`src/rtl/div_pkg.sv`:
```
// Shared definitions for the iterative divider sequencer.
// Latency: n/a (types, constants and elaboration-time helpers only).
// Backpressure: n/a.
//
// Contents: FSM state encoding, divide-by-zero quotient pattern and the
// iteration counter width helper.
package div_pkg;

    // State encoding, kept as named constants so waveform decoders and
    // any future debug taps share one source of truth.
    localparam logic [2:0] ST_IDLE_ENC = 3'd0;
    localparam logic [2:0] ST_PREP_ENC = 3'd1;
    localparam logic [2:0] ST_ITER_ENC = 3'd2;
    localparam logic [2:0] ST_FIX_ENC  = 3'd3;
    localparam logic [2:0] ST_DONE_ENC = 3'd4;

    typedef enum logic [2:0] {
        IDLE = ST_IDLE_ENC,
        PREP = ST_PREP_ENC,
        ITER = ST_ITER_ENC,
        FIX  = ST_FIX_ENC,
        DONE = ST_DONE_ENC
    } div_state_t;

    // Quotient reported on divide-by-zero: all ones. Stored wide and sliced
    // down to the instance width, so WIDTH may not exceed DBZ_MAX_WIDTH.
    localparam int DBZ_MAX_WIDTH = 128;
    localparam logic [DBZ_MAX_WIDTH-1:0] DBZ_QUOTIENT = '1;

    // Width of the iteration counter, which has to reach WIDTH-1.
    function automatic int cnt_width(input int width);
        return (width > 1) ? $clog2(width) : 1;
    endfunction

endpackage

```
`src/rtl/div_seq_ctrl_if.sv`:
```
// Request/response bundle between the execute stage and the divider.
// Latency: n/a (wiring only).
// Backpressure: req_valid/req_ready on the request side, resp_valid/resp_ready on the response side.
//
// master: execute/writeback side (drives request, kill, resp_ready)
// slave : divider side (drives req_ready, response, busy)
interface div_seq_ctrl_if #(
    parameter int WIDTH = 32
);
    logic             req_valid;
    logic             req_ready;
    logic [WIDTH-1:0] a;
    logic [WIDTH-1:0] b;
    logic             signctl;
    logic             remainder_out;
    logic             kill;
    logic             resp_valid;
    logic             resp_ready;
    logic [WIDTH-1:0] result;
    logic             dbz;
    logic             busy;

    modport master (
        output req_valid, a, b, signctl, remainder_out, kill, resp_ready,
        input  req_ready, resp_valid, result, dbz, busy
    );

    modport slave (
        input  req_valid, a, b, signctl, remainder_out, kill, resp_ready,
        output req_ready, resp_valid, result, dbz, busy
    );
endinterface

```
`src/rtl/div_step.sv`:
```
// One restoring radix-2 division step: shift {rem,quo} left, subtract divisor if it fits.
// Latency: combinational.
// Backpressure: none.
//
// Ports: rem[W:0], quo[W-1:0], divisor[W-1:0] in; rem_nxt[W:0], quo_nxt[W-1:0] out.
module div_step
    import div_pkg::*;
#(
    parameter int WIDTH = 32
) (
    input  logic [WIDTH:0]   rem,
    input  logic [WIDTH-1:0] quo,
    input  logic [WIDTH-1:0] divisor,
    output logic [WIDTH:0]   rem_nxt,
    output logic [WIDTH-1:0] quo_nxt
);

    logic [WIDTH:0] rem_sh;
    logic [WIDTH:0] rem_sub;
    logic           fits;

    always_comb begin
        rem_sh  = {rem[WIDTH-1:0], quo[WIDTH-1]};
        // If rem's top bit was set, the true shifted value overflows rem_sh
        // and is certainly >= divisor; the modulo-2^(W+1) difference is
        // still exact because the true difference is below the divisor.
        fits    = rem[WIDTH] | (rem_sh >= {1'b0, divisor});
        rem_sub = rem_sh - {1'b0, divisor};
        rem_nxt = fits ? rem_sub : rem_sh;
        quo_nxt = {quo[WIDTH-2:0], fits};
    end

endmodule

```
`src/rtl/div_seq_ctrl.sv`:
```
// Sequencer for the iterative integer divider: signed/unsigned, divide-by-zero, flush (kill).
// Latency: response valid WIDTH+3 edges after accept (accept edge counted as the first), 3 for divide-by-zero.
// Backpressure: req_ready only in IDLE; result/dbz held in DONE until resp_ready; one op in flight.
//
// Ports: clk, rst (sync, active-high), bus (div_seq_ctrl_if.slave):
//   req_valid/req_ready/a/b/signctl/remainder_out  request
//   kill                                           flush of the op in flight
//   resp_valid/resp_ready/result/dbz               response
//   busy                                           controller not idle
module div_seq_ctrl
    import div_pkg::*;
#(
    parameter int WIDTH = 32
) (
    input  logic          clk,
    input  logic          rst,
    div_seq_ctrl_if.slave bus
);

    localparam int CNT_W = cnt_width(WIDTH);
    localparam logic [CNT_W-1:0] LAST_CNT = CNT_W'(WIDTH - 1);

    div_state_t       state;
    logic             req_ready_q;
    logic             resp_valid_q;
    logic             busy_q;
    logic [WIDTH-1:0] result_q;
    logic             dbz_q;

    // Operand registers. b_reg holds the raw divisor until PREP, then |b|.
    logic [WIDTH-1:0] a_reg;
    logic [WIDTH-1:0] b_reg;
    logic             signctl_q;
    logic             rem_sel;
    logic             neg_q;
    logic             neg_r;

    logic [WIDTH:0]   rem;
    logic [WIDTH-1:0] quo;
    logic [CNT_W-1:0] count;

    logic [WIDTH-1:0] abs_a;
    logic [WIDTH-1:0] abs_b;
    logic [WIDTH:0]   step_rem;
    logic [WIDTH-1:0] step_quo;
    logic [WIDTH-1:0] rem_lo;
    logic [WIDTH-1:0] quo_fix;
    logic [WIDTH-1:0] rem_fix;
    logic [WIDTH-1:0] fix_result;

    div_step #(
        .WIDTH (WIDTH)
    ) u_step (
        .rem     (rem),
        .quo     (quo),
        .divisor (b_reg),
        .rem_nxt (step_rem),
        .quo_nxt (step_quo)
    );

    // Magnitudes of the latched operands. The most negative value maps to
    // itself, which read as unsigned is exactly its magnitude.
    always_comb begin
        abs_a = (signctl_q && a_reg[WIDTH-1]) ? -a_reg : a_reg;
        abs_b = (signctl_q && b_reg[WIDTH-1]) ? -b_reg : b_reg;
    end

    // Sign fix-up and result selection, loaded into result_q in FIX.
    // Divide-by-zero also passes through FIX so result_q has one load point.
    always_comb begin
        rem_lo  = rem[WIDTH-1:0];
        quo_fix = neg_q ? -quo : quo;
        rem_fix = neg_r ? -rem_lo : rem_lo;
        if (dbz_q) begin
            fix_result = rem_sel ? a_reg : DBZ_QUOTIENT[WIDTH-1:0];
        end else begin
            fix_result = rem_sel ? rem_fix : quo_fix;
        end
    end

    always_ff @(posedge clk) begin
        if (rst) begin
            state        <= IDLE;
            req_ready_q  <= 1'b1;
            resp_valid_q <= 1'b0;
            busy_q       <= 1'b0;
            result_q     <= '0;
            dbz_q        <= 1'b0;
            a_reg        <= '0;
            b_reg        <= '0;
            signctl_q    <= 1'b0;
            rem_sel      <= 1'b0;
            neg_q        <= 1'b0;
            neg_r        <= 1'b0;
            rem          <= '0;
            quo          <= '0;
            count        <= '0;
        end else if (bus.kill) begin
            // In IDLE this only blocks a same-cycle accept; elsewhere it
            // abandons the operation without a response.
            state        <= IDLE;
            req_ready_q  <= 1'b1;
            resp_valid_q <= 1'b0;
            busy_q       <= 1'b0;
        end else begin
            case (state)
                IDLE: begin
                    if (bus.req_valid) begin
                        a_reg       <= bus.a;
                        b_reg       <= bus.b;
                        signctl_q   <= bus.signctl;
                        rem_sel     <= bus.remainder_out;
                        dbz_q       <= 1'b0;
                        req_ready_q <= 1'b0;
                        busy_q      <= 1'b1;
                        state       <= PREP;
                    end
                end
                PREP: begin
                    neg_q <= signctl_q & (a_reg[WIDTH-1] ^ b_reg[WIDTH-1]);
                    neg_r <= signctl_q & a_reg[WIDTH-1];
                    if (b_reg == '0) begin
                        dbz_q <= 1'b1;
                        state <= FIX;
                    end else begin
                        rem   <= '0;
                        quo   <= abs_a;
                        b_reg <= abs_b;
                        count <= '0;
                        state <= ITER;
                    end
                end
                ITER: begin
                    rem   <= step_rem;
                    quo   <= step_quo;
                    count <= count + 1'b1;
                    if (count == LAST_CNT) begin
                        state <= FIX;
                    end
                end
                FIX: begin
                    result_q     <= fix_result;
                    resp_valid_q <= 1'b1;
                    state        <= DONE;
                end
                DONE: begin
                    if (bus.resp_ready) begin
                        resp_valid_q <= 1'b0;
                        busy_q       <= 1'b0;
                        req_ready_q  <= 1'b1;
                        state        <= IDLE;
                    end
                end
                default: begin
                    state        <= IDLE;
                    req_ready_q  <= 1'b1;
                    resp_valid_q <= 1'b0;
                    busy_q       <= 1'b0;
                end
            endcase
        end
    end

    assign bus.req_ready  = req_ready_q;
    assign bus.resp_valid = resp_valid_q;
    assign bus.busy       = busy_q;
    assign bus.result     = result_q;
    assign bus.dbz        = dbz_q;

endmodule

```
`src/flat_wrapper.sv`:
```
// flat-port wrapper written by rule: the top's interface ports become plain ports
module div_seq_ctrl_flat import div_pkg::*;
#(
    parameter int WIDTH = 32
)
  (clk, rst, bus_req_valid, bus_a, bus_b, bus_signctl, bus_remainder_out, bus_kill, bus_resp_ready, bus_req_ready, bus_resp_valid, bus_result, bus_dbz, bus_busy);
  div_seq_ctrl_if #(.WIDTH(WIDTH)) bus_i ();
  input  logic clk;
  input  logic rst;
  input wire logic [$bits(bus_i.req_valid)-1:0] bus_req_valid;
  input wire logic [$bits(bus_i.a)-1:0] bus_a;
  input wire logic [$bits(bus_i.b)-1:0] bus_b;
  input wire logic [$bits(bus_i.signctl)-1:0] bus_signctl;
  input wire logic [$bits(bus_i.remainder_out)-1:0] bus_remainder_out;
  input wire logic [$bits(bus_i.kill)-1:0] bus_kill;
  input wire logic [$bits(bus_i.resp_ready)-1:0] bus_resp_ready;
  output wire logic [$bits(bus_i.req_ready)-1:0] bus_req_ready;
  output wire logic [$bits(bus_i.resp_valid)-1:0] bus_resp_valid;
  output wire logic [$bits(bus_i.result)-1:0] bus_result;
  output wire logic [$bits(bus_i.dbz)-1:0] bus_dbz;
  output wire logic [$bits(bus_i.busy)-1:0] bus_busy;
  assign bus_i.req_valid = bus_req_valid;
  assign bus_i.a = bus_a;
  assign bus_i.b = bus_b;
  assign bus_i.signctl = bus_signctl;
  assign bus_i.remainder_out = bus_remainder_out;
  assign bus_i.kill = bus_kill;
  assign bus_i.resp_ready = bus_resp_ready;
  assign bus_req_ready = bus_i.req_ready;
  assign bus_resp_valid = bus_i.resp_valid;
  assign bus_result = bus_i.result;
  assign bus_dbz = bus_i.dbz;
  assign bus_busy = bus_i.busy;
  div_seq_ctrl #(.WIDTH(WIDTH)) u_core (.clk(clk), .rst(rst), .bus(bus_i));
endmodule
```
`config.mk`:
```
export PLATFORM = sky130hd
export DESIGN_NAME = div_seq_ctrl_flat
export DESIGN_NICKNAME = d
export VERILOG_FILES = /design/src/rtl/div_pkg.sv /design/src/rtl/div_seq_ctrl_if.sv /design/src/rtl/div_step.sv /design/src/rtl/div_seq_ctrl.sv /design/src/flat_wrapper.sv
export SDC_FILE = /design/constraint.sdc
export NUM_CORES = 1
export LEC_CHECK = 0
export ABC_AREA = 1
export BUFFER_PORTS_ARGS = -buffer_cell sky130_fd_sc_hd__buf_2
export CORE_MARGIN = 5
export CORE_UTILIZATION = 31
export CTS_CLUSTER_SIZE = 10
export DETAILED_ROUTE_END_ITERATION = 7
export GPL_TIMING_DRIVEN = 0
export SYNTH_ARGS = -nofsm -noshare
export SYNTH_HDL_FRONTEND = slang
export SYNTH_SLANG_ARGS = --single-unit
```
`constraint.sdc`:
```
create_clock -name clk -period 3.15 [get_ports clk]
set_input_delay 0.4725 -clock clk [delete_from_list [all_inputs] [get_ports clk]]
set_output_delay 0.4725 -clock clk [all_outputs]
set_load 0.02 [all_outputs]
```
Yosys cells after proc, flatten, opt, wreduce, memory -nomap -nowiden
Cells that the tools add are included.
- input bits: 71
- memories kept: 0
- output and inout port bits: 36
- memory bits (writable): 0
- latch bits: 0
- ROM bits: 0
- register bits: 177
- bitwise logic cells: 7
- equal/unequal tests: 11
- shifts and indexed selects: 0
- divide/modulo/power cells: 0
- multipliers: 0
- add/sub/neg operators: 6
- reductions and logical operators: 18
- muxes and demuxes: 31
- $lt $le $gt $ge: 1
- operators by type and width (kind ; count):
    32-bit 2-to-1 mux ; 10
    32-bit negation ; 4
    32-bit one-hot mux with 2 select lines ; 2
    33-bit 2-to-1 mux ; 2
    33-bit one-hot mux with 2 select lines ; 1
    33-bit by 32-bit greater-or-equal comparator with 1-bit output ; 1
    33-bit by 32-bit subtractor with 33-bit output ; 1
    32-bit logical NOT ; 1
    3-bit one-hot mux with 5 select lines ; 1
    3-bit AND reduction ; 4
    5-bit one-hot mux with 2 select lines ; 1
    3-bit 2-to-1 mux ; 3
    1-bit one-hot mux with 3 select lines ; 3
    3-bit by 2-bit equality test with 1-bit output (second input constant) ; 2
    1-bit 2-to-1 mux ; 6
    2-bit by 1-bit != test with 1-bit output (second input constant) ; 3
    2-bit != test (second input constant) ; 3
    2-bit AND reduction ; 3
    3-bit OR reduction ; 2
    5-bit by 1-bit adder with 5-bit output (second input constant) ; 1
    5-bit equality test (second input constant) ; 1
    5-bit 2-to-1 mux ; 1
    5-bit AND reduction ; 1
    4-bit AND reduction ; 1
    11 further kinds ; 16

Depth between registers and ports, before layout
Gate-level depths: netlist (run 1).
- depth in word-level cells: 4
- gate-level depth with buffers: 16
- depth with buffers taken out: 16

Cells and area by module
From an unflattened synthesis (run 1), not the netlist that was laid out.
- cell total of the unflattened synthesis: 2568
- area total of the unflattened synthesis: 14694.1 µm²
- by module, submodules not included (module ; cells each ; instances ; area an instance (µm²)):
    div_seq_ctrl ; 1826 ; 1 ; 11139.4
    div_step ; 742 ; 1 ; 3554.7

Worst setup path before layout (run 1)
No wires, ideal clock.
- path kind: reg-to-reg
- start: register u_core.b_reg[8]
- end: register u_core.rem[4]
- arrival time: 1978 ps
- required time: 3018 ps
- slack: 1039 ps
- path buffers: 1
- stages on the path, launching flop included: 14
- clock period less this slack: 2111 ps
- cells stage by stage: dfxtp_1 > inv_1 > ha_1 > nand2_1 > nor2_1 > nand2_1 > nor2_1 > nand2_1 > nand3_1 > nor2_1 > clkbuf_1 > nand3_1 > nand3_1 > a21oi_1
- longest elaborated chain between the ends: 4
- RTL lines (what ; line ; RTL):
    from (decl) ; div_seq_ctrl.sv:32 ; logic [WIDTH-1:0] b_reg;
    from (signal assigned) ; div_seq_ctrl.sv:110 ; b_reg <= bus.b;
    from (signal assigned) ; div_seq_ctrl.sv:128 ; b_reg <= abs_b;
    33-bit by 32-bit greater-or-equal comparator with 1-bit output ; div_step.sv:27 ; fits = rem[WIDTH] | (rem_sh >= {1'b0, divisor});
    1-bit OR ; div_step.sv:27 ;
    33-bit 2-to-1 mux ; div_step.sv:29 ; rem_nxt = fits ? rem_sub : rem_sh;
    33-bit one-hot mux with 2 select lines ; div_seq_ctrl.sv:106 ; case (state)
    to (signal assigned) ; div_seq_ctrl.sv:134 ; rem <= step_rem;
    to (decl) ; div_seq_ctrl.sv:38 ; logic [WIDTH:0] rem;
Several ways; a longest one is shown, not always the timed one.
A chain may end at the register's enable or synchronous reset.

Worst setup path in the final report (run 1)
- start: register u_core.b_reg[13]
- end: register u_core.rem[13]
Same word-level chain as after synthesis.

==> summary.md, run 1 <==
| Metric | Value |
|---|---|
| Outcome | finished, final reports clean |
| Cell taking the most area after synthesis | sky130_fd_sc_hd__dfxtp_1 |
| Most used DFF post-synth | sky130_fd_sc_hd__dfxtp_1 |
| Net Switching | 2320 uW |
| Overall via count from detail_route | 16357 |
| Longest Clk Path Bufs | 2 |
| X dimension of the die | 221 um |
| Final instance count without filler cells | 3123 |
| Cell area after synthesis | 13800 um^2 |
| Number of nets still failing antenna checks after routing | 0 |
| Remaining Overflow, GRT | 0 |
| Final setup fails | 0 |
| Nets | 2628 |
| TritonCTS Buffers | 17 |
| Main area contributors after synthesis | sky130_fd_sc_hd__dfxtp_1, sky130_fd_sc_hd__nand2_1, sky130_fd_sc_hd__nand3_1 |
| Routability cong. | 1.00 |
| Overall routing resource usage | 23.3% |
| Critical path peak fanout | 10 |
| First-pass GRT wire length | 89600 um |
| Max-cap violations | 0 |
| Number of antenna violations at the first check in global routing | 0 |
| Post-layout utilization of the core | 35.5% |
| Count of state elements after synthesis | 177 |
| Combinational share of power | 26.1% |
| Sort of element at the start of the critical path | flop |
| Crit share post-route | 91.1% |
| Number of search-and-repair iterations in the first detailed-routing pass | 5 |
| Peak Freq | 348 MHz |
| Max transition margin | 38.7% |
| Std-Cell Rows | 77 |
| Setup slack of the worst register-to-register path | 280 ps |
| Worst R2R End | u_core.rem[13]$_SDFFE_PP0P_ |
| Number of buffer cells added on primary ports | 105 |
| Slew at the pin closest to its max-slew limit | 920 ps |
| Area added between synthesis and finish | 13.4% |
| Number of setup buffers added after CTS | 0 |
| Type of the worst min-delay path | primary input to flop |
| Data required time at the worst endpoint | 3490 ps |
| Number of flip-flops in the largest register | 33 |
| Total DRC errors in the routed layout | 0 |
| Register-to-Register Path Depth | 13 |
| Area of the placeable core | 44200 um^2 |
| TritonCTS clock tree | built |
| H-tree depth reported by CTS | 4 |
| Gate count after technology mapping | 2394 |
| Initial core utilization | 31.3% |
| Clock input transition at the sequential cells of the worst setup and hold paths | 70 ps |
| Total of hold buffers inserted after clock tree synthesis | 0 |
| Final max-slew violation count | 0 |
| Post-Place Worst Slack | 289 ps |
| Floorplan die height | 221 um |
| Insertion delay of the later-clocked pin in the worst-skew pair | 470 ps |
| Post-synthesis average cell area | 5.78 um^2 |
| Share of flip-flops with an asynchronous set or reset | 0% |
| Tmin final | 2870 ps |
| Die footprint | 49000 um^2 |
| Category of the worst setup path capture point | flop |
| Share of the synthesized area in the top cell type | 25.6% |
| Clock network power share | 35.8% |
| YS warnings | 0 |
| Mapped Nets | 2504 |
| Cell count of the worst hold path | 3 |
| Setup TNS after final layout | 0 ps |
| Type of the worst setup path | flop to flop |
| Largest net degree at the start of global routing | 17 |
| Leak | 0.00759 uW |
| Launch point of the worst reg-to-reg path | u_core.b_reg[13]$_SDFFE_PP0P_ |
| Ratio of total power to cell area | 403 nW/um^2 |
| Cell at the root of the clock tree | sky130_fd_sc_hd__clkbuf_16 |
| Unrepaired setup endpoints after global routing | no |
| Switch share | 36.6% |
| Vias per cell | 5.24 |
| Iteration-0 DRC Markers | 1939 |
| Number of different library cells in the post-synthesis netlist | 47 |
| CP Data Arrival Time | 3210 ps |
| Drt total wl | 59300 um |
| Post-synth EDFFs | 0 |
| Share of post-route cells with drive strength above 1 | 7.63% |
| Num ports | 107 |
| Placed cell count | 3091 |
| Highest ir drop seen on vdd | 0.428 mV |
| DP HPWL | 48700 um |
| Hold Crit Start | bus_signctl |
| Wirelength per Cell | 19.0 um |
| Top register by number of flip-flops | u_core.rem |
| Vias in the first global route | 15178 |
| Share of the yosys chip area belonging to registers | 25.6% |
| Clock Sinks | 177 |
| Sequential power share | 38.2% |
| Smallest setup slack after layout | 279 ps |
| Post-route clock skew | 16.7 ps |
| Hold endpoint | u_core.signctl_q$_SDFFE_PP0P_ |
| Fillers | 4973 |
| Number of endpoints with negative hold slack in the final report | 0 |
| Ant. Diodes | 0 |
| Cell-internal power | 4010 uW |
| # resized after CTS | 0 |
[kinds of logic (layout without fill, tap and decap cells)]
group / count (synthesis) / count (layout) / synth area share [%]
AO/OA/AOI/OAI: 436 / 436 / 16.7
flip-flops: 177 / 177 / 25.6
buffers and inverters: 422 / 559 / 12.0
adder cells (fa/ha/maj): 39 / 39 / 3.58
AND/OR/NAND/NOR: 1275 / 1275 / 39.3
XOR/XNOR: 45 / 45 / 2.85
[placed cells by master (no fill, tap or decap), drive strengths merged, types with 5 or more instances in the layout]
master	count
nand2	697
nand3	278
a21oi	226
clkbuf	76
and2	10
xnor2	15
buf	142
ha	38
dfxtp	177
a31oi	16
a22oi	6
nand4	47
o211ai	15
nor2	198
o21ai	152
or2	5
nor3	30
inv	333
xor2	30
[power groups by stage]
| stage | clock network (uW) | logic, uW | registers [uW] |
|---|---|---|---|
| 6_report | 2260 | 1650 | 2410 |
| 3_5_place_dp | 0 | 1610 | 2460 |
| 3_3_place_gp | 0 | 1600 | 2460 |
| 4_1_cts | 2280 | 1620 | 2410 |
| 2_1_floorplan | 0 | 1090 | 2440 |
| 5_1_grt | 2370 | 1820 | 2420 |
[routing by layer]
metal  GRT usage (%)  vias to the layer above  wire length (um)
met5               0                        -                 0
met3            3.29                       72              3970
met1            33.3                     7629             27900
met4            6.04                        0              1290
met2            36.8                      622             26200
li1                -                     8034                 -
[cells in the mapped netlist, drive strengths merged, types with 3 or more instances]
master / number
o31ai: 4
nand4: 47
o21ai: 152
dfxtp: 177
nand3: 278
o22ai: 4
clkbuf: 56
buf: 37
a31oi: 16
and2: 10
nor3b: 4
o221ai: 3
nor3: 30
o21a: 4
clkinv: 3
nand2: 697
a211oi: 3
inv: 326
nor2: 198
xor2: 30
xnor2: 15
or2: 5
a21oi: 226
nand3b: 4
a22oi: 6
o211ai: 15
ha: 38
[worst max-delay path by stage]
stage | start | depth (start not counted) | slack [ps] | end
5_1_grt | u_core.b_reg[5]$_SDFFE_PP0P_ | 14 | 20 | u_core.rem[31]$_SDFFE_PP0P_
6_report | u_core.b_reg[13]$_SDFFE_PP0P_ | 13 | 280 | u_core.rem[13]$_SDFFE_PP0P_
3_5_place_dp | bus_kill | 8 | 290 | u_core.rem[27]$_SDFFE_PP0P_
3_3_place_gp | bus_kill | 8 | 330 | u_core.rem[27]$_SDFFE_PP0P_
2_1_floorplan | u_core.b_reg[8]$_SDFFE_PP0P_ | 13 | 1040 | u_core.rem[4]$_SDFFE_PP0P_
4_1_cts | u_core.b_reg[31]$_SDFFE_PP0P_ | 14 | 370 | u_core.rem[31]$_SDFFE_PP0P_
[critical path, stage by stage, from the launching register on]
cell and delay [ps]:
sky130_fd_sc_hd__dfxtp_1 430, sky130_fd_sc_hd__inv_1 170, sky130_fd_sc_hd__ha_1 370, sky130_fd_sc_hd__nand2_1 140, sky130_fd_sc_hd__nor2_1 100, sky130_fd_sc_hd__nand2_1 120, sky130_fd_sc_hd__nor2_1 70, sky130_fd_sc_hd__nand2_1 80
sky130_fd_sc_hd__nand3_1 60, sky130_fd_sc_hd__nor2_1 470, sky130_fd_sc_hd__clkbuf_1 410, sky130_fd_sc_hd__nand3_1 160, sky130_fd_sc_hd__nand3_1 110, sky130_fd_sc_hd__a21oi_1 60
[through the flow]
stage                     hold slack (ps)  area (um^2)  total power (uW)
after floorplan                       443        13800              3530
after global placement                432        15100              4060
after detailed placement              439        15100              4070
after CTS                             209        15700              6310
after global routing                  251        15700              6610
final                                 230        15700              6320
[area by class of cell]
type,count,area [um^2],area share (%)
clock buffers,20,447,2.85
repair buffers,105,526,3.35
inverters,329,1240,7.87
flip-flops and latches,177,3540,22.6
well taps,592,741,4.72
plain buffers,93,420,2.68
clock inverters,12,146,0.932
multi-input cells,1795,8640,55.0
Note: power is estimated with default switching activity, not from simulation.
==> run 2: changes to the inputs <==
--- a/config.mk
+++ b/config.mk
@@ -12,6 +12,7 @@
 export CTS_CLUSTER_SIZE = 10
 export DETAILED_ROUTE_END_ITERATION = 7
 export GPL_TIMING_DRIVEN = 0
+export RECOVER_POWER = 25
 export SYNTH_ARGS = -nofsm -noshare
 export SYNTH_HDL_FRONTEND = slang
 export SYNTH_SLANG_ARGS = --single-unit
==> run 2 against run 1 <==
Effect of this change:
- global-route usage did not move
- clock skew rose by 1.6 ps
- sequential share of layout area rose by 0.092 points
- sequential cell count did not move
- sequential power barely moved
- highest routed layer unchanged
==> summary.md, run 2 (synthesis gave the netlist of run 1 again) <==
| Metric | Value |
|---|---|
| Area of the placeable core | 44200 um^2 (unchanged) |
| Insertion delay of the later-clocked pin in the worst-skew pair | 470 ps (about the same) |
| Wirelength per Cell | 19.0 um (about the same) |
| Largest net degree at the start of global routing | 17 (unchanged) |
| CP max-delay cell | sky130_fd_sc_hd__nor2_1 |
| Category of the worst setup path capture point | flop |
| Critical path peak fanout | 10 (unchanged) |
| Smallest setup slack after layout | 313 ps (+34.6 ps) |
| Most frequent standard cell in the layout excluding fill and tap cells | sky130_fd_sc_hd__nand2_1 |
| Peak Freq | 353 MHz (+1.2%) |
| Number of nets still failing antenna checks after routing | 0 (unchanged) |
| Routability cong. | 1.00 (unchanged) |
| Number of antenna violations at the first check in global routing | 0 (unchanged) |
| Iteration-0 DRC Markers | 1947 (+0.41%) |
| Number of setup buffers added after CTS | 0 (unchanged) |
| TritonCTS clock tree | built |
| Number of flip-flops in the largest register | 33 (unchanged) |
| Leak | 0.00743 uW (-2.2%) |
| Unrepaired setup endpoints after global routing | no |
| Top register by number of flip-flops | u_core.rem |
| Remaining Overflow, GRT | 0 (unchanged) |
| X dimension of the die | 221 um (unchanged) |
| Floorplan die height | 221 um (unchanged) |
| Fillers | 4997 (+0.48%) |
| DP HPWL | 48700 um (unchanged) |
| Num ports | 107 (unchanged) |
| Final max-slew violation count | 0 (unchanged) |
| Cell count of the worst hold path | 3 (unchanged) |
| Register-to-Register Path Depth | 13 (unchanged) |
| Type of the worst setup path | flop to flop |
| Setup slack of the worst register-to-register path | 310 ps (+30 ps) |
| Vias in the first global route | 15178 (unchanged) |
| Max transition margin | 30.7% (-8.0 points) |
| TritonCTS Buffers | 17 (unchanged) |
| Hold Crit Start | bus_signctl |
| Vias per cell | 5.27 (+0.71%) |
| Ratio of total power to cell area | 404 nW/um^2 (+0.39%) |
| Total design power | 6320 uW (about the same) |
| Overall via count from detail_route | 16473 (+0.71%) |
| Share of post-route cells with drive strength above 1 | 5.97% (-1.7 points) |
| Cell at the root of the clock tree | sky130_fd_sc_hd__clkbuf_16 |
| Nets | 2628 (unchanged) |
| Number of buffer cells added on primary ports | 105 (unchanged) |
| Area added between synthesis and finish | 13.0% |
| Top Family by Delay on Critical Path | simple AND/OR/NAND/NOR gates |
| Post-route clock skew | 18.2 ps (+1.58 ps) |
| Clock Sinks | 177 (unchanged) |
| First-pass GRT wire length | 89600 um (unchanged) |
| Crit path buffers/inverters | 2 (unchanged) |
| Total DRC errors in the routed layout | 0 (unchanged) |
| Slew at the pin closest to its max-slew limit | 1040 ps (+120 ps) |
| Drt total wl | 59300 um (about the same) |
| Worst R2R End | u_core.rem[13]$_SDFFE_PP0P_ |
| H-tree depth reported by CTS | 4 (unchanged) |
| Data required time at the worst endpoint | 3490 ps (about the same) |
| Setup TNS after final layout | 0 ps (unchanged) |
| Post-Place Worst Slack | 289 ps (unchanged) |
| Type of the worst min-delay path | primary input to flop |
| Longest Clk Path Bufs | 2 (unchanged) |
| Initial core utilization | 31.3% (unchanged) |
| Ant. Diodes | 0 (unchanged) |
| Number of endpoints with negative hold slack in the final report | 0 (unchanged) |
| Tmin final | 2840 ps (-34.5 ps) |
| Total of hold buffers inserted after clock tree synthesis | 0 (unchanged) |
| Final setup fails | 0 (unchanged) |
| # resized after CTS | 0 (unchanged) |
| Crit share post-route | 90.1% (-1.1 points) |
| Outcome | finished, final reports clean |
| Std-Cell Rows | 77 (unchanged) |
| Clock input transition at the sequential cells of the worst setup and hold paths | 70 ps (about the same) |
| Highest ir drop seen on vdd | 0.425 mV (-0.70%) |
| Most frequent cells in the layout | sky130_fd_sc_hd__nand2_1, sky130_fd_sc_hd__inv_1, sky130_fd_sc_hd__nand3_1, sky130_fd_sc_hd__a21oi_1, sky130_fd_sc_hd__nor2_1 |
| Max-cap violations | 0 (unchanged) |
| Number of search-and-repair iterations in the first detailed-routing pass | 8 (+3) |
| Sort of element at the start of the critical path | flop |
| Crit path cell chain | inv_1, ha_1, nand2_1, nor2_1, nand2_1, nor2_1, nand2_1, nand3_1, nor2_1, clkbuf_1, nand3_1, nand3_1, a21oi_1 |
| Delay contributed by the slowest stage of the critical path | 440 ps (-30 ps) |
| Die footprint | 49000 um^2 (unchanged) |
| CP Data Arrival Time | 3170 ps (-40 ps) |
| Launch point of the worst reg-to-reg path | u_core.b_reg[13]$_SDFFE_PP0P_ |
| Hold endpoint | u_core.signctl_q$_SDFFE_PP0P_ |
| Overall routing resource usage | 23.3% (unchanged) |
-- run 2: cell types whose count changed in the layout (fill, tap and decap cells not counted) --
cell | before | now
sky130_fd_sc_hd__inv_2 | 11 | 10
sky130_fd_sc_hd__a21oi_1 | 225 | 226
sky130_fd_sc_hd__a21oi_2 | 1 | 0
sky130_fd_sc_hd__nor3_4 | 2 | 1
sky130_fd_sc_hd__nor3_1 | 27 | 28
sky130_fd_sc_hd__clkinv_1 | 2 | 3
sky130_fd_sc_hd__buf_1 | 12 | 10
sky130_fd_sc_hd__buf_2 | 123 | 84
sky130_fd_sc_hd__clkbuf_1 | 58 | 99
-- run 2: metrics by stage --
step                hold slack (ps)  cell area [um^2]  std cells  utilization, %
global route                    251             15600       3123            35.4
global placement                432             15100       3091            34.2
CTS                             209             15700       3123            35.5
finish                          233             15600       3123            35.4
floorplan                       443             13800       2394               -
detailed placement              439             15100       3091            34.2
-- run 2: how the worst max path moves through the flow --
stage                             endpoint                          start  slack [ps]  cells after the start
2_1_floorplan   u_core.rem[4]$_SDFFE_PP0P_   u_core.b_reg[8]$_SDFFE_PP0P_        1040                     13
3_3_place_gp   u_core.rem[27]$_SDFFE_PP0P_                       bus_kill         330                      8
3_5_place_dp   u_core.rem[27]$_SDFFE_PP0P_                       bus_kill         290                      8
4_1_cts        u_core.rem[31]$_SDFFE_PP0P_  u_core.b_reg[31]$_SDFFE_PP0P_         370                     14
5_1_grt        u_core.rem[31]$_SDFFE_PP0P_   u_core.b_reg[5]$_SDFFE_PP0P_          20                     14
6_report       u_core.rem[13]$_SDFFE_PP0P_  u_core.b_reg[13]$_SDFFE_PP0P_         310                     13
-- run 2: power breakdown --
group	total (uW)	internal, uW	leakage [uW]	switching [uW]
logic	1650	474	0.00571	1170
registers	2410	2320	0.00144	90.3
clock network	2260	1210	0.000281	1050
-- run 2: layout make-up --
type | count | area [um^2] | area share [%]
sequential | 177 | 3540 | 22.7
multi-input combinational | 1795 | 8630 | 55.2
timing repair buffer | 105 | 480 | 3.07
buffer | 93 | 417 | 2.66
clock buffer | 20 | 447 | 2.86
inverter | 329 | 1240 | 7.91
clock inverter | 12 | 146 | 0.936
tap | 592 | 741 | 4.74
-- run 2: metal layers --
metal,global-route usage [%],wire length [um]
met4,6.04,1280
met1,33.3,27500
met2,36.8,26300
met3,3.29,4220
met5,0,0
-- run 2: tightest hold or removal path, delay by kind of cell --
family	cells	cell delay, ps
simple gates	2	120
buf+inv	1	80
